File: config.mk
export PLATFORM = sky130hd
export DESIGN_NAME = layer_compositor
export DESIGN_NICKNAME = d
export VERILOG_FILES = /design/src/rtl/compositor_pkg.sv /design/src/rtl/blend_unit.sv /design/src/rtl/layer_compositor.sv
export SDC_FILE = /design/constraint.sdc
export NUM_CORES = 1
export LEC_CHECK = 0
export ABC_AREA = 1
export CAP_MARGIN = 40
export CORE_UTILIZATION = 30
export DETAILED_ROUTE_END_ITERATION = 10
export DONT_BUFFER_PORTS = 1
export PLACE_DENSITY_LB_ADDON = 0.08
export SETUP_SLACK_MARGIN = 0.3
export SLEW_MARGIN = 10
export SYNTH_ARGS = -nofsm -noshare
export SYNTH_HDL_FRONTEND = slang
export SYNTH_SLANG_ARGS = --single-unit
File: constraint.sdc
create_clock -name vga_clk -period 12.2 [get_ports vga_clk]
set_input_delay 2.44 -clock vga_clk [delete_from_list [all_inputs] [get_ports vga_clk]]
set_output_delay 2.44 -clock vga_clk [all_outputs]
set_load 0.05 [all_outputs]
File: src/rtl/compositor_pkg.sv
// Shared definitions for the layer compositor: per-layer blend mode
// encodings and the damage-flash state enum.
package compositor_pkg;

    typedef enum logic [1:0] {
        MODE_TRANSP = 2'b00,
        MODE_HALF   = 2'b01,
        MODE_OPAQUE = 2'b10,
        MODE_ADD    = 2'b11
    } mode_e;

    typedef enum logic {
        IDLE  = 1'b0,
        FLASH = 1'b1
    } flash_state_e;

endpackage

File: src/rtl/blend_unit.sv
// One compositing step: blends a single layer pixel over the running
// accumulator according to that layer's 2-bit mode, per colour channel.
module blend_unit
    import compositor_pkg::*;
#(
    parameter int COLOR_W = 4
) (
    input  logic [3*COLOR_W-1:0] layer_i,
    input  logic [1:0]           mode_i,
    input  logic [3*COLOR_W-1:0] acc_i,
    output logic [3*COLOR_W-1:0] acc_o
);

    // Per-channel blend; the sum carries one extra bit so the half-blend
    // and the saturation test both see the true sum.
    function automatic logic [COLOR_W-1:0] blend_ch(
        input logic [COLOR_W-1:0] lyr,
        input logic [COLOR_W-1:0] acc,
        input logic [1:0]         mode
    );
        logic [COLOR_W:0] sum;
        sum = {1'b0, lyr} + {1'b0, acc};
        case (mode_e'(mode))
            MODE_TRANSP: blend_ch = acc;
            MODE_HALF:   blend_ch = sum[COLOR_W:1];
            MODE_OPAQUE: blend_ch = lyr;
            MODE_ADD:    blend_ch = sum[COLOR_W] ? {COLOR_W{1'b1}} : sum[COLOR_W-1:0];
            default:     blend_ch = acc;
        endcase
    endfunction

    // Apply the blend independently to r, g and b.
    always_comb begin
        acc_o = acc_i;
        for (int c = 0; c < 3; c++) begin
            acc_o[c*COLOR_W +: COLOR_W] = blend_ch(layer_i[c*COLOR_W +: COLOR_W],
                                                   acc_i[c*COLOR_W +: COLOR_W],
                                                   mode_i);
        end
    end

endmodule

File: src/rtl/layer_compositor.sv
// Three-stage layer compositor: S1 registers the inputs, S2 composites the
// layers from background to front, S3 applies damage-flash tint, crosshair
// overlay and blanking. A small FSM counts frames of the damage flash.
module layer_compositor
    import compositor_pkg::*;
#(
    parameter int NUM_LAYERS   = 6,
    parameter int COLOR_W      = 4,
    parameter int FLASH_FRAMES = 8,
    parameter int CROSS_EN     = 1,
    parameter int CROSS_X      = 320,
    parameter int CROSS_Y      = 240,
    parameter int CROSS_LEN    = 5
) (
    input  logic                            vga_clk,
    input  logic                            Reset,
    input  logic                            vga_blank,
    input  logic [9:0]                      vga_x,
    input  logic [9:0]                      vga_y,
    input  logic                            frame_start,
    input  logic [NUM_LAYERS*3*COLOR_W-1:0] layer_rgb,
    input  logic [2*NUM_LAYERS-1:0]         layer_a,
    input  logic                            hit,
    output logic [COLOR_W-1:0]              r,
    output logic [COLOR_W-1:0]              g,
    output logic [COLOR_W-1:0]              b,
    output logic                            flash_active
);

    localparam int PIX_W = 3 * COLOR_W;
    localparam int CNT_W = (FLASH_FRAMES < 1) ? 1 : $clog2(FLASH_FRAMES + 1);

    // ---------------- S1: input register ----------------
    logic                            s1_blank_q;
    logic [9:0]                      s1_x_q, s1_y_q;
    logic [NUM_LAYERS*PIX_W-1:0]     s1_rgb_q;
    logic [2*NUM_LAYERS-1:0]         s1_a_q;

    // Capture all pixel inputs every cycle.
    always_ff @(posedge vga_clk) begin
        if (Reset) begin
            s1_blank_q <= 1'b0;
            s1_x_q     <= 10'd0;
            s1_y_q     <= 10'd0;
            s1_rgb_q   <= '0;
            s1_a_q     <= '0;
        end else begin
            s1_blank_q <= vga_blank;
            s1_x_q     <= vga_x;
            s1_y_q     <= vga_y;
            s1_rgb_q   <= layer_rgb;
            s1_a_q     <= layer_a;
        end
    end

    // ---------------- S2: composite chain ----------------
    // acc_s[i] is the accumulator after layer i has been applied; the
    // background seeds the top of the chain and its mode is never looked at.
    logic [PIX_W-1:0] acc_s [NUM_LAYERS];

    assign acc_s[NUM_LAYERS-1] = s1_rgb_q[(NUM_LAYERS-1)*PIX_W +: PIX_W];

    for (genvar gi = 0; gi < NUM_LAYERS - 1; gi++) begin : g_blend
        blend_unit #(.COLOR_W(COLOR_W)) u_blend (
            .layer_i (s1_rgb_q[gi*PIX_W +: PIX_W]),
            .mode_i  (s1_a_q[2*gi +: 2]),
            .acc_i   (acc_s[gi+1]),
            .acc_o   (acc_s[gi])
        );
    end

    logic             s2_blank_q;
    logic [9:0]       s2_x_q, s2_y_q;
    logic [PIX_W-1:0] s2_rgb_q;

    // Register the composite together with its delayed timing signals.
    always_ff @(posedge vga_clk) begin
        if (Reset) begin
            s2_blank_q <= 1'b0;
            s2_x_q     <= 10'd0;
            s2_y_q     <= 10'd0;
            s2_rgb_q   <= '0;
        end else begin
            s2_blank_q <= s1_blank_q;
            s2_x_q     <= s1_x_q;
            s2_y_q     <= s1_y_q;
            s2_rgb_q   <= acc_s[0];
        end
    end

    // ---------------- Flash FSM ----------------
    flash_state_e     state_q, state_d;
    logic [CNT_W-1:0] cnt_q, cnt_d;

    // Flash state and frame counter register.
    always_ff @(posedge vga_clk) begin
        if (Reset) begin
            state_q <= IDLE;
            cnt_q   <= '0;
        end else begin
            state_q <= state_d;
            cnt_q   <= cnt_d;
        end
    end

    // A hit always (re)loads the full duration; otherwise each frame start
    // burns one frame and the flash ends when the count runs out.
    always_comb begin
        state_d = state_q;
        cnt_d   = cnt_q;
        if (hit) begin
            state_d = FLASH;
            cnt_d   = CNT_W'(FLASH_FRAMES);
        end else begin
            case (state_q)
                IDLE: begin
                    state_d = IDLE;
                    cnt_d   = cnt_q;
                end
                FLASH: begin
                    if (frame_start) begin
                        if (cnt_q <= CNT_W'(1)) begin
                            state_d = IDLE;
                            cnt_d   = '0;
                        end else begin
                            state_d = FLASH;
                            cnt_d   = cnt_q - CNT_W'(1);
                        end
                    end else begin
                        state_d = FLASH;
                        cnt_d   = cnt_q;
                    end
                end
                default: begin
                    state_d = IDLE;
                    cnt_d   = '0;
                end
            endcase
        end
    end

    assign flash_active = (state_q == FLASH);

    // ---------------- S3: tint / crosshair / blank ----------------
    logic signed [11:0] dx_s, dy_s;
    logic [11:0]        adx_s, ady_s;
    logic               cross_s;

    assign dx_s  = $signed({2'b00, s2_x_q}) - $signed(12'(CROSS_X));
    assign dy_s  = $signed({2'b00, s2_y_q}) - $signed(12'(CROSS_Y));
    assign adx_s = dx_s[11] ? 12'(-dx_s) : 12'(dx_s);
    assign ady_s = dy_s[11] ? 12'(-dy_s) : 12'(dy_s);

    // Horizontal arm on the centre row, vertical arm two pixels wide.
    always_comb begin
        cross_s = 1'b0;
        if (CROSS_EN != 0) begin
            cross_s = ((adx_s < 12'(CROSS_LEN)) && (dy_s == 12'sd0)) ||
                      (((dx_s == -12'sd1) || (dx_s == 12'sd0)) &&
                       (ady_s <= 12'(CROSS_LEN + 1)));
        end else begin
            cross_s = 1'b0;
        end
    end

    logic [PIX_W-1:0]   out_d, out_q;
    logic [COLOR_W:0]   tint_r_s;

    assign tint_r_s = {1'b0, s2_rgb_q[2*COLOR_W +: COLOR_W]} + {1'b0, {COLOR_W{1'b1}}};

    // Blanking beats the crosshair, which beats the red damage tint.
    always_comb begin
        out_d = s2_rgb_q;
        if (!s2_blank_q) begin
            out_d = '0;
        end else if (cross_s) begin
            out_d = {PIX_W{1'b1}};
        end else if (state_q == FLASH) begin
            out_d = {tint_r_s[COLOR_W:1],
                     1'b0, s2_rgb_q[COLOR_W+1 +: COLOR_W-1],
                     1'b0, s2_rgb_q[1 +: COLOR_W-1]};
        end else begin
            out_d = s2_rgb_q;
        end
    end

    // Output colour register.
    always_ff @(posedge vga_clk) begin
        if (Reset) begin
            out_q <= '0;
        end else begin
            out_q <= out_d;
        end
    end

    assign r = out_q[2*COLOR_W +: COLOR_W];
    assign g = out_q[COLOR_W +: COLOR_W];
    assign b = out_q[0 +: COLOR_W];

endmodule

==> results of run 1 <==
-- power groups by stage --
stage / logic, mW / registers [mW] / clock network (mW)
final: 0.274 / 0.549 / 0.555
after global routing: 0.320 / 0.553 / 0.596
after CTS: 0.278 / 0.550 / 0.578
after detailed placement: 0.275 / 0.561 / 0
after global placement: 0.276 / 0.561 / 0
after floorplan: 0.223 / 0.553 / 0
-- metrics by stage --
| stage | area [um2] | power, mW |
|---|---|---|
| 4_1_cts | 10200 | 1.41 |
| 5_1_grt | 10200 | 1.47 |
| 3_3_place_gp | 9580 | 0.837 |
| 2_1_floorplan | 9250 | 0.776 |
| 3_5_place_dp | 9590 | 0.836 |
| 6_report | 10200 | 1.38 |
-- cells in the final DEF (no fill, tap or decap), types with 5 or more instances in the layout --
cell type  count
o211ai_1       9
o21ai_0      121
inv_1        270
nand2_1      243
or2_2          8
xor2_1        20
inv_8          6
nand3_1       92
ha_1          70
buf_4          5
mux2i_1        6
a21oi_1       64
xnor2_1        9
dfxtp_1      153
nor2_1       171
nand3_2       13
clkbuf_16     17
fa_1          15
-- how the worst max path moves through the flow --
stage / endpoint / cells after the start
after detailed placement: s2_rgb_q[11] / 38
after global routing: s2_rgb_q[8] / 44
after CTS: s2_rgb_q[11] / 38
final: s2_rgb_q[8] / 38
after global placement: s2_rgb_q[11] / 38
after floorplan: s2_rgb_q[9] / 38
-- kinds of logic after synthesis --
logic type | share of synthesized area
simple gates | 0.253
buf+inv | 0.131
compound gates | 0.119
flops | 0.331
fa+ha+maj | 0.127
xor+xnor | 0.0310
mux | 0.00649
-- cells in the mapped netlist (4+ instances only) --
cell,n,share of area
inv_2,4,0.0016
mux2i_1,6,0.0065
xnor2_1,9,0.0085
o211ai_1,9,0.0073
fa_1,15,0.032
nand3b_1,4,0.0032
nand3_1,92,0.050
inv_1,270,0.11
or2_2,8,0.0054
nor3_1,4,0.0022
dfxtp_1,153,0.33
a21oi_1,64,0.035
xor2_1,20,0.019
nand2_1,243,0.099
nand3_2,13,0.014
nor2_1,171,0.069
clkbuf_1,28,0.011
ha_1,70,0.095
o21ai_0,121,0.065
-- flip-flops by register name, summed over array words and instances (netlist names) --
name	count
s1_a_q	10
s1_rgb_q	72
s2_blank_q	1
s1_y_q	10
cnt_q	4
s1_blank_q	1
flash_active	1
s2_y_q	10
out_q	12
s1_x_q	10
s2_x_q	10
s2_rgb_q	12
-- worst min-delay path, cell delays in order, from the launching register on --
cell and delay (ns):
dfxtp_1 0.30, inv_1 0.04, nor2_1 0.03
-- final cells by class --
cell class	count	share of cell area
multi-input combinational	879	0.487
sequential	153	0.300
inverter	275	0.101
tap	390	0.0478
clock buffer	17	0.0416
clock inverter	15	0.0194
timing repair buffer	5	0.00367
-- routing by layer --
metal | vias up | wire length, um | track usage
met2 | 130 | 9930 | 0.236
met1 | 3428 | 11000 | 0.189
met4 | 0 | 394 | 0.0513
met3 | 22 | 673 | 0.0323
met5 | - | 0 | 0
li1 | 4142 | - | -
==> run_results.csv, run 1 <==
group,metric,value,unit
run_status,status,"complete, no violations",
cts,insertion_delay,0.45,ns
drt,ant_nets,0,
sta,fin_crit_sh,0.604,
cts,clock_sinks,153,
setup_path,worstReg2RegStart,"s1_rgb_q[68]",
cts,cts_setup_buffers,0,
sta,post-route-min-period,7.37,ns
cts,numCtsBuffers,17,
global_route,grt_pass1_vias,7273,
sta,holdWs,0.403,ns
drt,wl_per_cell,12.7,um
setup_path,r2r_setup_slack,4.83,ns
pwr,p_sw,448,uW
place,dp_slack,4.88,ns
hold_path,min_delay_path_depth,2,
yosys,yosys_warnings,0,
hold_path,hold_end,"s2_y_q[6]",
place,io_buffers,0,
yosys,postSynth.asyncResetShare,0,
cts,cts_tree,"done",
yosys,synth_edf_count,0,
cts,clk_pin_slew_worst_paths,0.07,ns
cts,clockBufferDepth,2,
setup_path,endpoint_kind,"register",
hold_path,hp-class,"register to register",
global_route,grt_max_degree,131,
yosys,synth-seq-area-share,0.331,
finish,multi_input_area,0.00497,mm2
cts,cts.hold.buffers_added,0,
drt,drcViolationCount,0,
global_route,grt_usage,0.146,
setup_path,critical_path_buf_inv_count,8,
sta,fin_setup_tns,0,ns
sta,rsz0062_at_grt,"false",
pwr,leakage,5.45,nW
yosys,syn_area,0.00925,mm2
sta,max_freq,0.136,GHz
sta,setup_viol,0,
floorplan,ios,122,
global_route,antenna_found_initial,0,
global_route,overflow,0,
cts,h-tree-depth,4,
setup_path,cp_max_fo,5,
finish,fillCellCount,3293,
pwr,p_int,929,uW
hold_path,hold_start,"s1_y_q[6]",
drt,drt_iter0_drc,279,
floorplan,die_h,178,um
finish,layout.nets,1525,
drt,num_vias,7722,
pwr,powerDensity,135,mW/mm2
finish,n_antenna_cell,0,
setup_path,arrival,7.73,ns
sta,slew_headroom,0.491,
yosys,yosys.cell_types.count,44,
setup_path,critPathKind,"register to register",
finish,regArea,0.00306,mm2
pwr,clock_power_share,0.403,
pwr,seqPwrFrac,0.399,
drt,drt-total-wl,22000,um
floorplan,fp-row-count,63,
finish,post-route-util,0.341,
sta,tightest_slew,0.761,ns
floorplan,die_w,178,um
sta,hold_violations,0,
pwr,swShare,0.326,
setup_path,slowest_delay,0.48,ns
run,maxCapViolCount,0,
cts,cts_resized,0,
yosys,syn_nets,1539,
yosys,syn_area_per_cell,6.88,um2
global_route,grt_pass1_wl,36000,um
setup_path,cp_slowest_cell,"o21ai_0",
floorplan,die_area,0.0315,mm2
sta,drv_slew,0,
setup_path,r2r-end,"s2_rgb_q[8]",
pwr,ir_drop,0.0000928,V
setup_path,startpoint_type,"register",
floorplan,design.core.area,0.0300,mm2
cts,root_buffer,"clkbuf_16",
yosys,synth_ff_type,"dfxtp_1",
setup_path,cpMostUsedCell,"inv_1",
place,dp_hpwl,16900,um
sta,finClkSkew,0.0147,ns
pwr,p_comb_frac,0.199,
place,gp_congestion,0.829,
drt,firstDrtPassIters,4,
finish,drive_above_1_share,0.0558,
setup_path,crit_required,12.56,ns
drt,vias_per_cell,4.45,
yosys,syn-instance-count,1345,
setup_path,cp_top_family,"adder cells",
yosys,synth_seq_cells,153,
sta,fin_ws,4.83,ns
finish,area_growth,10.4,%
floorplan,initial_core_util,0.309,
setup_path,r2r_cells,38,
finish,fin_cells,1734,
place,place_inst,1702,
setup_path,startpoint,"s1_rgb_q[68]",
No activity file was read; power rests on OpenSTA's default activity.
==> inputs of run 2 (changes only) <==
==> constraint.sdc (replaced) <==
create_clock -name vga_clk -period 6.6 [get_ports vga_clk]
set_input_delay 1.32 -clock vga_clk [delete_from_list [all_inputs] [get_ports vga_clk]]
set_output_delay 1.32 -clock vga_clk [all_outputs]
set_load 0.05 [all_outputs]
==> run 2 against run 1 <==
Net effect:
- sequential share of layout area fell by 4.7 points
- sequential power rose by 86%
- final area rose by 19%
- critical path type unchanged
- clock skew fell by 0.0026 ns
- wire length rose by 11%
- first-iteration DRC count rose by 9.3%
- setup slack got worse by 4.4 ns
- final cell count rose by 9.1%
- total power rose by 100%
==> run_results.csv, run 2 (synthesis results as in run 1) <==
group,metric,value,unit
cts,insertion_delay,0.45,ns
pwr,p_sw,918,uW
drt,vias_per_cell,4.43,
hold_path,hp-class,"register to register",
cts,numCtsBuffers,17,
global_route,grt_max_degree,131,
global_route,grt_pass1_vias,8042,
setup_path,r2r_cells,41,
floorplan,fp-row-count,63,
sta,hold_violations,0,
drt,drt_iter0_drc,305,
sta,tightest_slew,0.811,ns
finish,drive_above_1_share,0.267,
place,placed_cell_area,0.0103,mm2
run,maxCapViolCount,0,
setup_path,cp_slowest_cell,"fa_2",
sta,max_freq,0.163,GHz
global_route,antenna_found_initial,0,
cts,root_buffer,"clkbuf_16",
place,gp_congestion,0.810,
finish,final_cell_area,0.0122,mm2
pwr,powerDensity,230,mW/mm2
pwr,p_int,1.88,mW
cts,clockBufferDepth,2,
drt,drt-total-wl,24400,um
pwr,clock_power_share,0.338,
sta,finClkSkew,0.0121,ns
cts,cts_tree,"done",
floorplan,design.core.area,0.0300,mm2
setup_path,cp_max_fo,4,
finish,largest_register_ffs,72,
place,io_buffers,0,
pwr,leakage,6.22,nW
sta,drv_slew,0,
finish,fillCellCount,3186,
finish,biggestRegsByFlops,"s1_rgb_q x72, out_q x12, s2_rgb_q x12",
global_route,grt_usage,0.160,
finish,area_growth,31.5,%
pwr,p_comb_frac,0.298,
run_status,status,"complete, no violations",
sta,setup_viol,0,
sta,fin_crit_sh,0.932,
place,place_inst,1792,
drt,wl_per_cell,12.9,um
pwr,seqPwrFrac,0.364,
pwr,ir_drop,0.000188,V
place,dp_hpwl,17500,um
setup_path,endpoint_kind,"register",
setup_path,slowest_delay,0.53,ns
cts,clk_pin_slew_worst_paths,0.07,ns
setup_path,arrival,6.49,ns
hold_path,min_delay_path_depth,2,
finish,regMostFlops,"s1_rgb_q",
finish,final_common_cell,"inv_1",
setup_path,r2r_setup_slack,0.45,ns
setup_path,crit_required,6.94,ns
floorplan,ios,122,
global_route,overflow,0,
drt,ant_nets,0,
global_route,grt_pass1_wl,39200,um
cts,clock_sinks,153,
drt,firstDrtPassIters,5,
finish,layout.nets,1683,
pwr,swShare,0.327,
setup_path,critPathKind,"register to register",
drt,num_vias,8390,
sta,rsz0062_at_grt,"true",
cts,h-tree-depth,4,
floorplan,die_area,0.0315,mm2
setup_path,startpoint_type,"register",
sta,post-route-min-period,6.15,ns
sta,slew_headroom,0.457,
drt,drcViolationCount,0,
floorplan,die_h,178,um
finish,n_antenna_cell,0,
finish,fin_cells,1892,
floorplan,die_w,178,um
floorplan,initial_core_util,0.309,
finish,final_cell_mix,"inv_1, nand2_1, nor2_1",
run 2: worst paths after layout:
| path | endpoint | startpoint |
|---|---|---|
| worst max-delay path | s2_rgb_q[3] | s1_rgb_q[48] |
| worst min-delay path | s2_y_q[3] | s1_y_q[3] |
| worst max register to register | s2_rgb_q[3] | s1_rgb_q[48] |
| worst min register to register | s2_y_q[3] | s1_y_q[3] |
run 2: cell type report:
class / instances / area [um2] / share of cell area
flip-flops and latches: 153 / 3070 / 0.253
repair buffers: 163 / 1260 / 0.103
multi-input cells: 879 / 5760 / 0.473
inverters: 275 / 1030 / 0.0848
well taps: 390 / 488 / 0.0401
clock inverters: 14 / 130 / 0.0107
clock buffers: 18 / 429 / 0.0353
run 2: metal layers:
metal | track usage | share of wire
met4 | 0.0516 | 0.017
met1 | 0.201 | 0.47
met5 | 0 | 0
met2 | 0.265 | 0.48
met3 | 0.0392 | 0.033
run 2: power groups by stage:
stage | combinational [mW] | clock [mW] | sequential [mW]
2_1_floorplan | 0.412 | 0 | 1.02
3_3_place_gp | 0.600 | 0 | 1.04
3_5_place_dp | 0.601 | 0 | 1.04
4_1_cts | 0.704 | 0.991 | 1.02
5_1_grt | 0.933 | 1.04 | 1.03
6_report | 0.834 | 0.948 | 1.02
run 2: through the flow:
step	total power [mW]	utilization	setup WS, ns	setup TNS, ns	hold WS, ns
6_report	2.80	0.406	0.452	0	0.401
4_1_cts	2.71	0.379	0.300	0	0.403
2_1_floorplan	1.43	-	0.452	0	0.388
3_3_place_gp	1.64	0.342	-0.167	-1.33	0.391
3_5_place_dp	1.64	0.343	-0.190	-1.52	0.393
5_1_grt	3.00	0.406	0.0723	0	0.425
run 2: worst max-delay path: cells and delay by family (launching register included):
kind                     cells  cell delay, ns
AO/OA/AOI/OAI               14            1.66
XOR/XNOR                     1            0.17
adder cells (fa/ha/maj)      9            2.49
buffers and inverters        7            0.46
flip-flops                   1            0.36
AND/OR/NAND/NOR             10            0.90
run 2: repair_timing:
action                                  CTS  global route
pin swaps                                17            90
gates resized for setup                  74           180
setup buffers                            46            22
hold buffers                              0             0
endpoints found under the setup margin   12            12
==> inputs of run 3 (changes only) <==
--- a/config.mk
+++ b/config.mk
@@ -7,7 +7,7 @@
 export LEC_CHECK = 0
 export ABC_AREA = 1
 export CAP_MARGIN = 40
-export CORE_UTILIZATION = 30
+export CORE_UTILIZATION = 58
 export DETAILED_ROUTE_END_ITERATION = 10
 export DONT_BUFFER_PORTS = 1
 export PLACE_DENSITY_LB_ADDON = 0.08
==> run 3 against run 2 <==
Net effect:
- total power fell by 3.1%
- sequential power barely moved
- wire length fell by 12%
- via count rose by 0.39%
- clock skew rose by 0.0031 ns
- first-iteration DRC count rose by 98%
- final cell count fell by 13%
- hold slack got worse by 0.0046 ns
- core utilization rose by 34 points
- global-route usage rose by 9.6 points
- sequential share of layout area rose by 1.7 points
- critical path depth fell by 2
- largest power group unchanged
==> run_results.csv, run 3 (synthesis results as in run 1) <==
group,metric,value,unit
finish,biggestRegsByFlops,"s1_rgb_q x72, out_q x12, s2_rgb_q x12",
finish,final_common_cell,"inv_1",
setup_path,endpoint_kind,"register",
cts,insertion_delay,0.43,ns
drt,firstDrtPassIters,5,
drt,routed.top_layer,"met4",
drt,drt_iter0_drc,604,
drt,wl_met3,980,um
sta,fin_setup_tns,0,ns
drt,drt-met1-wl,9440,um
finish,n_antenna_cell,0,
floorplan,design.core.area,0.0154,mm2
pwr,leakage,5.93,nW
cts,numCtsBuffers,17,
drt,ant_nets,0,
floorplan,fp-row-count,45,
place,gp_congestion,0.877,
cts,cts_tree,"done",
hold_path,hp-class,"register to register",
drt,wl_met2,10500,um
place,dp_slack,-0.153,ns
sta,fin_ws,0.309,ns
floorplan,die_w,128,um
pwr,total_power,2.72,mW
drt,num_vias,8423,
floorplan,die_h,128,um
pwr,swShare,0.315,
cts,clock_sinks,153,
sta,hold_violations,0,
global_route,grt_usage,0.255,
finish,drive_above_1_share,0.217,
pwr,ir_drop,0.000202,V
sta,max_freq,0.159,GHz
pwr,powerDensity,238,mW/mm2
setup_path,slowest_delay,0.53,ns
cts,clk_pin_slew_worst_paths,0.06,ns
setup_path,worstReg2RegStart,"s1_rgb_q[48]",
pwr,p_int,1.86,mW
sta,tightest_slew,0.890,ns
finish,area_growth,23.3,%
finish,largest_register_ffs,72,
setup_path,cp_max_fo,5,
setup_path,crit_required,6.91,ns
floorplan,initial_core_util,0.602,
global_route,grt_pass1_wl,33400,um
pwr,p_comb_frac,0.276,
global_route,overflow,0,
setup_path,arrival,6.60,ns
sta,rsz0062_at_grt,"true",
floorplan,ios,122,
run_status,status,"complete, no violations",
place,dp_hpwl,14700,um
sta,finClkSkew,0.0152,ns
finish,final_cell_mix,"inv_1, nand2_1, nor2_1",
cts,clockBufferDepth,2,
drt,drt-total-wl,21400,um
drt,vias_per_cell,5.10,
sta,drv_slew,0,
global_route,antenna_found_initial,0,
sta,post-route-min-period,6.29,ns
global_route,grt_max_degree,131,
pwr,clock_power_share,0.349,
sta,holdWs,0.396,ns
cts,h-tree-depth,4,
global_route,grt_pass1_vias,7496,
pwr,p_sw,857,uW
setup_path,startpoint_type,"register",
drt,drcViolationCount,0,
setup_path,cp_slowest_cell,"fa_2",
setup_path,startpoint,"s1_rgb_q[48]",
cts,root_buffer,"clkbuf_16",
drt,wl_per_cell,12.9,um
sta,fin_crit_sh,0.953,
run,maxCapViolCount,0,
floorplan,die_area,0.0165,mm2
hold_path,hold_start,"s1_x_q[9]",
setup_path,cpMostUsedCell,"inv_2",
pwr,seqPwrFrac,0.375,
finish,regMostFlops,"s1_rgb_q",
sta,slew_headroom,0.405,
setup_path,critPathKind,"register to register",
finish,layout.nets,1623,
sta,setup_viol,0,
place,io_buffers,0,
==> run 3: changes by cell type in the layout (fill, tap and decap cells not counted), sizes merged <==
cell / delta
inv: -5
clkinvlp: +2
bufinv: +1
clkbuf: +1
buf: -60
clkinv: +1
==> run 3: power groups by stage <==
stage	registers [mW]	logic [mW]	clock network (mW)
4_1_cts	1.01	0.623	0.962
3_3_place_gp	1.04	0.542	0
2_1_floorplan	1.02	0.412	0
3_5_place_dp	1.03	0.560	0
5_1_grt	1.02	0.834	1.01
6_report	1.02	0.749	0.949
==> run 3: worst max-delay path, delay by kind of cell, from the launching register on <==
family | cells | cell delay, ns
adder cells (fa/ha/maj) | 9 | 2.64
XOR/XNOR | 1 | 0.15
flip-flops | 1 | 0.35
AND/OR/NAND/NOR | 10 | 0.98
buffers and inverters | 7 | 0.46
AO/OA/AOI/OAI | 12 | 1.58
==> run 3: cell type report <==
type	count	area [um2]
clock buffer	19	443
tap	211	264
clock inverter	13	136
timing repair buffer	103	788
sequential	153	3070
fill	1218	3970
inverter	275	1030
multi-input combinational	879	5670
==> run 3: timing repair <==
item	CTS	global route
resized for setup	57	160
setup buffers	21	15
hold buffers	0	0
setup endpoints to repair	12	12
pin swaps	12	79
cloned	0	0
==> run 3: per-layer routing <==
layer,global-route usage,vias up
met5,0,-
met4,0.0817,0
met3,0.0568,38
met2,0.441,234
met1,0.314,3802
li1,-,4349
==> run 3: final timing paths <==
path / to / slack (ns) / depth (start not counted)
max: s2_rgb_q[2] / 0.31 / 39
min: s2_x_q[9] / 0.40 / 2
max reg2reg: s2_rgb_q[2] / 0.31 / 39
min reg2reg: s2_x_q[9] / 0.40 / 2
==> run 3: through the flow <==
stage               cells  area, um2   util
detailed placement   1585       9840  0.640
global placement     1582       9810  0.638
finish               1653      11400  0.742
CTS                  1638      10700  0.698
floorplan            1345       9250      -
global route         1653      11400  0.742
